===== src/rtl/uart_tx_serializer.sv =====
// UART transmit serializer: accepts one W_BUS-wide bus per handshake and sends it
// as N_WORDS back-to-back fixed-length frames, least-significant word first.
module uart_tx_serializer #(
    parameter int CLOCKS_PER_PULSE = 32,
    parameter int BITS_PER_WORD    = 8,
    parameter int W_BUS            = 16,
    parameter int PACKET_SIZE      = 13
) (
    input  logic             clk,
    input  logic             rst,
    input  logic             s_valid,
    output logic             s_ready,
    input  logic [W_BUS-1:0] s_data,
    output logic             tx,
    output logic             done
);
    localparam int N_WORDS = W_BUS / BITS_PER_WORD;
    localparam int PW      = (CLOCKS_PER_PULSE > 1) ? $clog2(CLOCKS_PER_PULSE) : 1;
    localparam int BW      = $clog2(PACKET_SIZE);
    localparam int WW      = (N_WORDS > 1) ? $clog2(N_WORDS) : 1;

    localparam logic [PW-1:0] PULSE_LAST = PW'(CLOCKS_PER_PULSE - 1);
    localparam logic [BW-1:0] BIT_LAST   = BW'(PACKET_SIZE - 1);
    localparam logic [BW-1:0] DATA_LAST  = BW'(BITS_PER_WORD);
    localparam logic [WW-1:0] WORD_LAST  = WW'(N_WORDS - 1);

    if (CLOCKS_PER_PULSE < 1) begin : g_chk_cpp
        $error("CLOCKS_PER_PULSE must be >= 1");
    end
    if (BITS_PER_WORD < 1 || (W_BUS % BITS_PER_WORD) != 0 || W_BUS < BITS_PER_WORD) begin : g_chk_bus
        $error("W_BUS must be a non-zero multiple of BITS_PER_WORD");
    end
    if (PACKET_SIZE < BITS_PER_WORD + 2) begin : g_chk_pkt
        $error("PACKET_SIZE must be >= BITS_PER_WORD + 2");
    end

    typedef enum logic {IDLE, SEND} state_e;

    state_e           state_q, state_d;
    logic [PW-1:0]    pulse_q, pulse_d;
    logic [BW-1:0]    bit_q,   bit_d;
    logic [WW-1:0]    word_q,  word_d;
    logic [W_BUS-1:0] shreg_q, shreg_d;
    logic             tx_q,    tx_d;
    logic             done_q,  done_d;

    always_ff @(posedge clk or posedge rst) begin
        if (rst) begin
            state_q <= IDLE;
            pulse_q <= '0;
            bit_q   <= '0;
            word_q  <= '0;
            shreg_q <= '0;
            tx_q    <= 1'b1;
            done_q  <= 1'b0;
        end else begin
            state_q <= state_d;
            pulse_q <= pulse_d;
            bit_q   <= bit_d;
            word_q  <= word_d;
            shreg_q <= shreg_d;
            tx_q    <= tx_d;
            done_q  <= done_d;
        end
    end

    // tx is computed one bit ahead so the line itself stays registered; data
    // bits are taken from shreg_q[0] and shifted out, which also lines up the
    // next word once a frame's data bits are consumed.
    always_comb begin
        state_d = state_q;
        pulse_d = pulse_q;
        bit_d   = bit_q;
        word_d  = word_q;
        shreg_d = shreg_q;
        tx_d    = tx_q;
        done_d  = 1'b0;
        case (state_q)
            IDLE: begin
                tx_d = 1'b1;
                if (s_valid) begin
                    state_d = SEND;
                    shreg_d = s_data;
                    tx_d    = 1'b0;
                    pulse_d = '0;
                    bit_d   = '0;
                    word_d  = '0;
                end
            end
            SEND: begin
                if (pulse_q != PULSE_LAST) begin
                    pulse_d = pulse_q + PW'(1);
                end else begin
                    pulse_d = '0;
                    if (bit_q == BIT_LAST) begin
                        bit_d = '0;
                        if (word_q == WORD_LAST) begin
                            state_d = IDLE;
                            word_d  = '0;
                            tx_d    = 1'b1;
                            done_d  = 1'b1;
                        end else begin
                            word_d = word_q + WW'(1);
                            tx_d   = 1'b0;
                        end
                    end else begin
                        bit_d = bit_q + BW'(1);
                        if (bit_q < DATA_LAST) begin
                            tx_d    = shreg_q[0];
                            shreg_d = shreg_q >> 1;
                        end else begin
                            tx_d = 1'b1;
                        end
                    end
                end
            end
            default: state_d = IDLE;
        endcase
    end

    assign s_ready = (state_q == IDLE);
    assign tx      = tx_q;
    assign done    = done_q;

endmodule


===== config.mk =====
export PLATFORM = sky130hd
export DESIGN_NAME = uart_tx_serializer
export DESIGN_NICKNAME = d
export VERILOG_FILES = /design/src/rtl/uart_tx_serializer.sv
export SDC_FILE = /design/constraint.sdc
export NUM_CORES = 1
export LEC_CHECK = 0
export CORE_ASPECT_RATIO = 1.5
export CORE_MARGIN = 2
export CORE_UTILIZATION = 53
export DETAILED_ROUTE_END_ITERATION = 8
export PLACE_DENSITY = 0.78
export SYNTH_ARGS = -nofsm -noshare
export SYNTH_HDL_FRONTEND = slang
export SYNTH_SLANG_ARGS = --single-unit

===== constraint.sdc =====
create_clock -name clk -period 2.3 [get_ports clk]
set_input_delay 0.46 -clock clk [delete_from_list [all_inputs] [get_ports clk]]
set_output_delay 0.46 -clock clk [all_outputs]
set_load 0.03 [all_outputs]

==> flow_metrics.py <==
metrics = {
    "synth": {
        "ys_types": 32,
        "synthesis.nets": 150,
        "syn_avg_cell_area_um2": 12.27,
        "synth_edf_count": 0,
        "synth_seq_cells": 29,
        "synthArstFlopShare_pct": 100.0,
        "ys.warnings.count": 0,
        "yosys.area.top_type_share_pct": 45.31,
        "synth_largest_area_cell": "dfrtp_1",
        "syn_area_mm2": 0.001546,
        "seq_area_frac_synth_pct": 47.01,
        "synth.area.top_cells": "dfrtp_1 (45%), mux2_2 (15%), mux2_4 (8.7%)",
        "synth_flop_cell": "dfrtp_1",
        "syn_inst": 126,
    },
    "critical_path": {
        "regToRegSetupSlack_ns": 0.22,
        "cpMaxStageDelayCell": "dfrtp_1",
        "crit_fanout": 16,
        "start_kind": "flip-flop",
        "reg2reg_depth": 7,
        "worst_setup_path_end_kind": "flip-flop",
        "path_cells": "ha_1, and3_1, ha_1, nand2_4, o21ai_4, buf_12, mux2_2",
        "critPathBufInv": 1,
        "cp-startpoint": "pulse_q[0]",
        "endpoint": "shreg_q[6]",
        "crit_arrival_ns": 2.24,
        "r2r_start": "pulse_q[0]",
        "path_delay_family": "adder cells",
        "cp.required_ns": 2.46,
        "crit_top_cell": "ha_1",
        "timing.rr.end": "shreg_q[6]",
        "worstSetupPathDepth": 7,
        "slowest_delay_ns": 0.40,
        "setup.worst_path.class": "reg -> reg",
    },
    "global_route": {
        "antenna_found_initial": 0,
        "overflow": 0,
        "grt_max_degree": 30,
        "grt_first_pass_wirelength_um": 4567,
        "grt_pass1_vias": 1062,
        "track_usage_pct": 19.34,
    },
    "placement": {
        "gp_congestion": 0.7755,
        "io_buffers": 21,
        "dp_hpwl_um": 1930,
    },
    "routing": {
        "firstDrtPassIters": 4,
        "wl_per_cell_um": 13.73,
        "dr.first_iter.drc_count": 14,
        "vias_per_cell": 5.246,
        "drt-total-wl_um": 2623,
        "vias": 1002,
        "drc": 0,
        "postRouteAntennaNets": 0,
    },
    "job": {
        "cap_viol_max_count": 0,
    },
    "final_layout": {
        "area_growth_pct": 19.74,
        "multi_input_area_um2": 724.4,
        "nFillCells": 219,
        "regArea_um2": 726.9,
        "drive_above_1_share_pct": 27.63,
        "final_nets": 175,
        "antenna_cells": 0,
    },
    "clock_network": {
        "postCtsSetupBuffers": 0,
        "cts_hold_buf": 0,
        "ctsRootBufferMaster": "clkbuf_8",
        "clkSlewWorstSetupHoldPaths_ns": 0.06,
        "cts_buffers": 5,
        "cts_sinks": 29,
        "cts_tree": "done",
        "cts_buffer_depth": 2,
        "clkLatencyLatePin_ns": 0.28,
        "cts-resized-gates": 0,
        "htree_levels": 2,
    },
    "floorplanning": {
        "dieArea_mm2": 0.003375,
        "start_util_pct": 54.21,
        "core.rowCount": 24,
        "core_mm2": 0.002853,
        "ios": 22,
        "die_w_um": 48.11,
        "fp.dieH_um": 70.16,
    },
    "timing": {
        "maxSlewHeadroom_pct": 63.49,
        "tns_ns": 0,
        "drv_slew": 0,
        "min_period_over_period_pct": 90.65,
        "fin_crit_ns": 2.085,
        "max_freq_ghz": 0.4796,
        "timing.hold.ws_ns": 0.5083,
        "rsz0062_at_grt": "false",
        "worst_pin_slew_ns": 0.5456,
        "skew_ns": 0.004947,
        "setup_viol": 0,
        "timing.final.hold_violations": 0,
    },
    "pwr": {
        "power_density_mw_per_mm2": 1079,
        "irDropWorstVdd_v": 0.0006288,
        "p_leak_nw": 0.8017,
    },
    "worst_hold_path": {
        "worstHoldPathType": "reg -> reg",
    },
    "run_status": {
        "status": "complete, no violations",
    },
}
==> state kept, by name, summed over array words and instances (netlist names) <==
name and flops:
shreg_q 16, pulse_q 5, bit_q 4, done 1
state_q 1, tx 1, word_q 1
==> worst min-delay path by stage <==
stage / from / cells past startpoint / end
after floorplan: pulse_q[2] / 1 / pulse_q[2]
after detailed placement: shreg_q[10] / 1 / shreg_q[10]
after global placement: shreg_q[5] / 1 / shreg_q[5]
final: shreg_q[12] / 1 / shreg_q[12]
after CTS: shreg_q[11] / 1 / shreg_q[11]
after global routing: shreg_q[2] / 1 / shreg_q[2]
==> metal layers <==
metal	GRT usage, %	wire, um	up-vias
met1	21.48	1053	484
met3	6.202	95	6
li1	-	-	489
met4	9.610	63	0
met5	0	0	-
met2	31.26	1410	23
==> area by class of cell <==
type / instances / area share, %
clock buffer: 8 / 4.324
inverter: 7 / 1.419
multi-input combinational: 84 / 39.12
sequential: 29 / 39.26
tap: 39 / 2.635
timing repair buffer: 24 / 13.24
==> metrics by stage <==
step                      worst slack (ns)  cells  power (mW)  util, %  area, um2
after floorplan                     0.4370    126       1.444        -       1546
final                               0.2151    191       1.999    64.91       1852
after global routing                0.1191    191       2.151    64.91       1852
after CTS                           0.2227    191       2.027    64.91       1852
after global placement              0.3367    183       1.570    62.11       1772
after detailed placement            0.2385    183       1.623    62.11       1772
==> power by group <==
| group | internal [mW] | switching [mW] |
|---|---|---|
| registers | 0.759 | 0.184 |
| clock network | 0.214 | 0.178 |
| logic | 0.416 | 0.247 |
==> synth_stat cells, types with 2 or more instances <==
cell / instances
a21oi_1: 4
buf_4: 2
buf_6: 3
dfrtp_1: 28
ha_1: 5
inv_1: 7
mux2_2: 21
mux2_4: 9
nand2_1: 6
nand3_1: 6
nor2_1: 5
o211ai_1: 2
o21ai_0: 9
==> cells in the final DEF (no fill, tap or decap), drive strengths merged, types with 2 or more instances in the layout <==
master         count
buf                3
dfrtp             28
mux2              30
nand3              6
inv                7
a21oi              4
nand2              7
clkdlybuf4s50     21
clkbuf             8
nand2b             2
ha                 5
o211ai             2
o21ai             11
nor2               5
==> cells by family after synthesis <==
logic type | count (synthesis) | synth area share, %
AOI/OAI and AO/OA | 20 | 8.010
xor gates and xnor gates | 1 | 0.5664
adders and majority gates | 5 | 4.045
buffers and inverters | 13 | 6.149
DFF | 29 | 47.01
muxes | 30 | 24.03
and+or+nand+nor | 28 | 10.20
(Power assumes the default switching activity.)
